--- config.mk ---
export PLATFORM = sky130hd
export DESIGN_NAME = snap_ctrl
export DESIGN_NICKNAME = d
export VERILOG_FILES = /design/src/rtl/snap_ctrl.sv
export SDC_FILE = /design/constraint.sdc
export NUM_CORES = 1
export LEC_CHECK = 0
export BUFFER_PORTS_ARGS = -buffer_cell sky130_fd_sc_hd__buf_2
export CORE_MARGIN = 5
export CORE_UTILIZATION = 40
export CTS_BUF_LIST = sky130_fd_sc_hd__clkbuf_2
export CTS_CLUSTER_SIZE = 12
export DETAILED_ROUTE_END_ITERATION = 8
export PLACE_DENSITY = 0.76
export REMOVE_ABC_BUFFERS = 1
export SLEW_MARGIN = 40
export SYNTH_ARGS = -nofsm -noshare
export SYNTH_HDL_FRONTEND = slang
export SYNTH_SLANG_ARGS = --single-unit
--- constraint.sdc ---
create_clock -name user_clk -period 4.25 [get_ports user_clk]
set_input_delay 0.2125 -clock user_clk [delete_from_list [all_inputs] [get_ports user_clk]]
set_output_delay 0.2125 -clock user_clk [all_outputs]
set_load 0.05 [all_outputs]
--- src/rtl/snap_ctrl.sv ---
// snap_ctrl: snapshot capture controller for the user_clk domain.
// A rising edge on the start bit arms a capture of DEPTH qualified samples
// into a snapshot BRAM, optionally gated by an external trigger; progress
// and completion are reported through a registered status word.
//
// state   | meaning
// --------+--------------------------------------------------------------
// IDLE    | waiting for a start edge, nothing captured since reset
// ARMED   | start accepted with trigger select, waiting for trig_in
// CAPTURE | writing qualified samples to consecutive BRAM addresses
// DONE    | DEPTH samples written, waiting for a new start edge
module snap_ctrl #(
  parameter int DATA_W = 32,
  parameter int ADDR_W = 10
) (
  input  logic              user_clk,
  input  logic              user_rst,
  input  logic [31:0]       ctrl_in,
  input  logic [DATA_W-1:0] data_in,
  input  logic              data_vld,
  input  logic              trig_in,
  output logic [ADDR_W-1:0] bram_addr,
  output logic [DATA_W-1:0] bram_data,
  output logic              bram_we,
  output logic [31:0]       status_out
);

  // Terminal count: the write of this address completes the capture.
  localparam logic [ADDR_W:0] CNT_LAST = {1'b0, {ADDR_W{1'b1}}};
  localparam logic [ADDR_W:0] CNT_ONE  = {{ADDR_W{1'b0}}, 1'b1};

  typedef enum logic [1:0] {
    IDLE    = 2'd0,
    ARMED   = 2'd1,
    CAPTURE = 2'd2,
    DONE    = 2'd3
  } state_t;

  state_t            state, state_d;
  logic              start_d;
  logic              start_pulse;
  logic              trig_sel_q;
  logic              vld_sel_q;
  logic              qual;
  logic              accept;
  logic              write_en;
  logic [ADDR_W:0]   cnt;
  logic [31:0]       status_d;

  // Control bits above vld_sel carry no meaning for this block.
  logic unused_ctrl;
  assign unused_ctrl = ^{ctrl_in[31:3], trig_sel_q};

  assign start_pulse = ctrl_in[0] & ~start_d;
  assign qual        = vld_sel_q ? data_vld : 1'b1;
  assign accept      = start_pulse && ((state == IDLE) || (state == DONE));
  assign write_en    = (state == CAPTURE) && qual;

  // State register.
  always_ff @(posedge user_clk or posedge user_rst) begin
    if (user_rst) begin
      state <= IDLE;
    end else begin
      state <= state_d;
    end
  end

  // Next-state logic; start edges are only honoured while not busy.
  always_comb begin
    state_d = state;
    unique case (state)
      IDLE, DONE: begin
        if (accept) state_d = ctrl_in[1] ? ARMED : CAPTURE;
      end
      ARMED: begin
        if (trig_in) state_d = CAPTURE;
      end
      CAPTURE: begin
        if (qual && (cnt == CNT_LAST)) state_d = DONE;
      end
      default: state_d = IDLE;
    endcase
  end

  // Start edge detector; resets high so a start bit left set across reset is not an edge.
  always_ff @(posedge user_clk or posedge user_rst) begin
    if (user_rst) begin
      start_d <= 1'b1;
    end else begin
      start_d <= ctrl_in[0];
    end
  end

  // Capture options are frozen for the whole capture when a start is accepted.
  always_ff @(posedge user_clk or posedge user_rst) begin
    if (user_rst) begin
      trig_sel_q <= 1'b0;
      vld_sel_q  <= 1'b0;
    end else if (accept) begin
      trig_sel_q <= ctrl_in[1];
      vld_sel_q  <= ctrl_in[2];
    end
  end

  // Sample counter: cleared on an accepted start, advances once per qualified sample.
  always_ff @(posedge user_clk or posedge user_rst) begin
    if (user_rst) begin
      cnt <= '0;
    end else if (accept) begin
      cnt <= '0;
    end else if (write_en) begin
      cnt <= cnt + CNT_ONE;
    end
  end

  // BRAM write port: one registered write per qualified sample, address/data hold otherwise.
  always_ff @(posedge user_clk or posedge user_rst) begin
    if (user_rst) begin
      bram_addr <= '0;
      bram_data <= '0;
      bram_we   <= 1'b0;
    end else begin
      bram_we <= write_en;
      if (write_en) begin
        bram_addr <= cnt[ADDR_W-1:0];
        bram_data <= data_in;
      end
    end
  end

  // Status word assembly: done, busy and samples-written count.
  always_comb begin
    status_d           = '0;
    status_d[ADDR_W:0] = cnt;
    status_d[30]       = (state == ARMED) || (state == CAPTURE);
    status_d[31]       = (state == DONE);
  end

  // Registered status readback, one cycle behind state and counter.
  always_ff @(posedge user_clk or posedge user_rst) begin
    if (user_rst) begin
      status_out <= '0;
    end else begin
      status_out <= status_d;
    end
  end

endmodule

# Yosys cells after proc, flatten, opt, wreduce, memory -nomap -nowiden
# Index checks and enable logic that the tools add are counted.
[word_totals]
mem_bits_ro = 0
ramBits = 0
n_memories = 0
elab_cells = 35
latch_bits = 0
inputBits = 68
register_bits = 71
output_inout_bits = 75
[classes]
shifts = 0
div = 0
n_lt_le_gt_ge = 0
multipliers = 0
eq_ne = 7
addsub = 1
n_reduce_logical = 9
muxes = 8
bitwise_logic = 2
[op_table]
columns = ["cell", "n"]
rows = [
  ["$mux 11", 2],
  ["$add 11x1->11 const B", 1],
  ["$eq 11x10->1 const B", 1],
  ["$mux 2", 4],
  ["$ne 2x2->1 const B", 3],
  ["$pmux 2 s3", 1],
  ["$eq 2x2->1 const B", 2],
  ["$logic_and 1x1->1", 3],
  ["$reduce_and 3->1", 1],
  ["$eq 2x1->1 const B", 1],
  ["$logic_not 2->1", 1],
  ["$logic_or 1x1->1", 2],
  ["$reduce_bool 2->1", 1],
  ["$reduce_or 2->1", 1],
  ["$and 1x1->1", 1],
  ["$mux 1", 1],
  ["$not 1->1", 1],
]

# Depth between registers and ports, before layout
[depth]
ltp_word = 5
mapped_depth = 9

# Worst setup path after synthesis
# OpenSTA, ideal clock, no wires.
[synth_path]
path_kind = "register -> register"
startpoint = "register state[0]"
endpoint = "register bram_data[12]"
required_time_ns = 4.125
slack_ns = 2.581
n_path_buf = 3
path_stages_with_launch = 9
arrival_time_ns = 1.544
setup_ns = 0.125
period_less_slack_ns = 1.669
path_cell_list = "dfrtp_1 -> inv_1 -> ha_1 -> buf_2 -> nand2_8 -> inv_2 -> buf_6 -> buf_6 -> mux2_4"
[synth_between]
elab_chain_len = 2
[synth_lines]
columns = ["item", "line_no", "rtl"]
rows = [
  ["from (decl)", "39", "state_t state, state_d;"],
  ["from (signal assigned)", "64", "state <= state_d;"],
  ["$eq 2x2->1", "57", "assign write_en = (state == CAPTURE) && qual;"],
  ["$logic_and 1x1->1", "57", ""],
  ["to (signal assigned)", "126", "bram_data <= data_in;"],
  ["to (decl)", "23", "output logic [DATA_W-1:0] bram_data,"],
]
# No other way between the ends.
# A chain may end at the register's enable or synchronous reset.

# Final worst setup path
[layout_path]
startpoint = "register state[0]"
endpoint = "register bram_data[27]"
# Same word-level chain as after synthesis.

==> flow_summary.json <==
{
  "run_status": "complete, no violations",
  "fin_crit_ns": 2.11,
  "synth_area_sq_mm": 0.00299,
  "die_w_um": 96.5,
  "final_cell_mix": "94 x buf_2, 70 x dfrtp_1, 36 x dlygate4sd3_1",
  "hold_viol_final": 0,
  "yosys_warnings": 0,
  "synth-seq-cells": 71,
  "power.total_mw": 1.92,
  "diodes": 0,
  "setup_tns_ns": 0,
  "grt.total_usage_pct": 15.3,
  "avgSynthCellArea_sq_um": 14.0,
  "synth-async-reset-ratio_pct": 100,
  "synth_cell_types": 35,
  "grt_first_pass_wirelength_mm": 10.7,
  "tightestPinTransition_ns": 0.772,
  "wl_per_cell_um": 15.3,
  "gp_congestion": 0.767,
  "dieArea_sq_mm": 0.00931,
  "insertion_delay_ns": 0.48,
  "power_density_mw_per_mm2": 489,
  "cp-end-kind": "flip-flop",
  "grt_overflow": 0,
  "drt-initial-drc-count": 25,
  "cp.arrival_ns": 2.48,
  "drc": 0,
  "row_count": 31,
  "vias": 2025,
  "core_area_sq_mm": 0.00725,
  "min_path_type": "input pin to flip-flop",
  "cts_tree": "yes",
  "cts_sinks": 71,
  "fin_area_sq_mm": 0.00392,
  "areaGrowthSynthToFinish_pct": 31.2,
  "drt_pass1_iterations": 4,
  "rsz0062_at_grt": "false",
  "final_common_cell": "buf_2",
  "numCtsBuffers": 9,
  "synth_ff_type": "dfrtp_1",
  "drive_gt1_share_pct": 44.8,
  "critPathMaxFanout": 38,
  "antenna_found_initial": 0,
  "grt_pass1_vias": 2173,
  "required_ns": 4.62,
  "die_height_um": 96.5,
  "fin_skew_ns": 0.0205,
  "yosysSeqAreaShare_pct": 59.4,
  "slew_viol_final": 0,
  "start_util_pct": 41.2,
  "detail-route-antenna-nets": 0,
  "hpwl_mm": 4.46,
  "dpl_cell_area_sq_mm": 0.00346,
  "crit_type": "flip-flop to flip-flop",
  "ir_worst_vdd_v": 0.000202,
  "period_share_pct": 49.6,
  "synth_edf_count": 0,
  "p_leak_nw": 2.04,
  "final_nets": 420,
  "slowest_delay_ns": 0.45,
  "crit_chain": "inv_1, ha_1, nand2_8, inv_4, mux2_2",
  "htreeDepth": 3,
  "maxCapViolCount": 0,
  "relSlewSlack_pct": 48.3,
  "max_freq_mhz": 474,
  "wl_mm": 6.90,
  "setup_viol": 0,
  "path_clk_slew_ns": 0.19,
  "portBuffers": 94,
  "synthCells": 214,
  "pin_count": 143,
  "grt_max_degree": 46,
  "via_per_inst": 4.48,
  "clock_path_buffers": 2,
  "critical-path-slowest-cell": "dfrtp_1",
  "startpoint_type": "flip-flop",
  "ctsRootBufferMaster": "clkbuf_2",
  "postCtsSetupBuffers": 0
}
-- critical path: cells and delay by family, from the launching register on --
kind                       cells  cell delay [ns]
DFF                            1             0.45
buffers and inverters          2             0.54
and+or+nand+nor                1             0.15
muxes                          1             0.40
adders and majority gates      1             0.45
-- final cells by class --
type | instances | area (sq um)
repair buffers | 131 | 838
clock buffers | 10 | 50.0
fillers | 603 | 3330
multi-input cells | 130 | 1060
well taps | 99 | 124
clock inverters | 6 | 51.3
inverters | 5 | 21.3
flip-flops and latches | 71 | 1780
-- synthesized netlist by cell type, drive strengths merged (2+ instances only) --
cell type	instances	area share, %
and2	3	0.63
nand2	9	1.7
nor4	2	0.42
inv	5	0.63
or2	2	0.42
nand3	4	0.67
xor2	5	1.5
mux2	43	18
o21ai	3	0.50
or3	3	0.63
nand4	4	1.3
ha	4	1.7
and3	3	0.63
dfrtp	70	59
nor2	9	1.1
a21oi	7	1.2
buf	25	6.6
nand2b	3	0.63
-- layer usage --
| layer | vias to the layer above | GRT usage (%) | share of wire [%] |
|---|---|---|---|
| met5 | - | 0 | 0 |
| met2 | 91 | 26.2 | 47 |
| li1 | 960 | - | - |
| met1 | 965 | 17.7 | 41 |
| met4 | 0 | 6.66 | 1.5 |
| met3 | 9 | 4.73 | 10 |
-- path summary, 6_finish.rpt --
path	startpoint	to	slack (ns)	cells after the start
worst max-delay path	state[0]	bram_data[27]	2.14	5
min in group asynchronous	user_rst	cnt[10]	0.31	3
worst max register to register	state[0]	bram_data[27]	2.14	5
worst min-delay path	trig_in	state[1]	0.26	5
worst min register to register	cnt[10]	status_out[10]	0.44	0
max in group asynchronous	user_rst	bram_data[27]	2.97	4
-- state kept, by name (all words and copies together) (netlist names) --
register    count
bram_addr      10
bram_data      32
bram_we         1
cnt            11
start_d         1
state           2
status_out     13
vld_sel_q       1
-- per-stage QoR --
step	instances	hold slack, ns	util (%)	setup WS (ns)
2_1_floorplan	206	0.217	-	2.22
3_3_place_gp	400	0.282	47.7	1.94
3_5_place_dp	400	0.304	47.7	2.14
4_1_cts	452	0.196	54.1	2.11
5_1_grt	452	0.274	54.1	2.01
6_report	452	0.258	54.1	2.14
-- where the power goes --
group | leakage [nW] | internal [mW] | switching (mW)
Clock | 0.0682 | 0.131 | 0.216
Combinational | 1.11 | 0.191 | 0.493
Sequential | 0.859 | 0.799 | 0.0897
Total | 2.04 | 1.12 | 0.798
-- cells by family (layout without fill, tap and decap cells) --
kind of cell / Yosys count / in the layout / share of synthesized area, %
other: 1 / 19 / 0.125
adders and majority gates: 4 / 4 / 1.67
xor gates and xnor gates: 6 / 6 / 1.76
muxes: 44 / 44 / 18.7
DFF: 71 / 71 / 59.4
buffers and inverters: 31 / 152 / 7.36
AOI/OAI and AO/OA: 13 / 13 / 2.43
and+or+nand+nor: 44 / 44 / 8.57
-- timing repair --
action                    4_1_cts  5_1_grt
resized for setup               0        0
hold buffers                   36        0
hold endpoints to repair       61        0
Note: power is estimated with default switching activity, not from simulation.
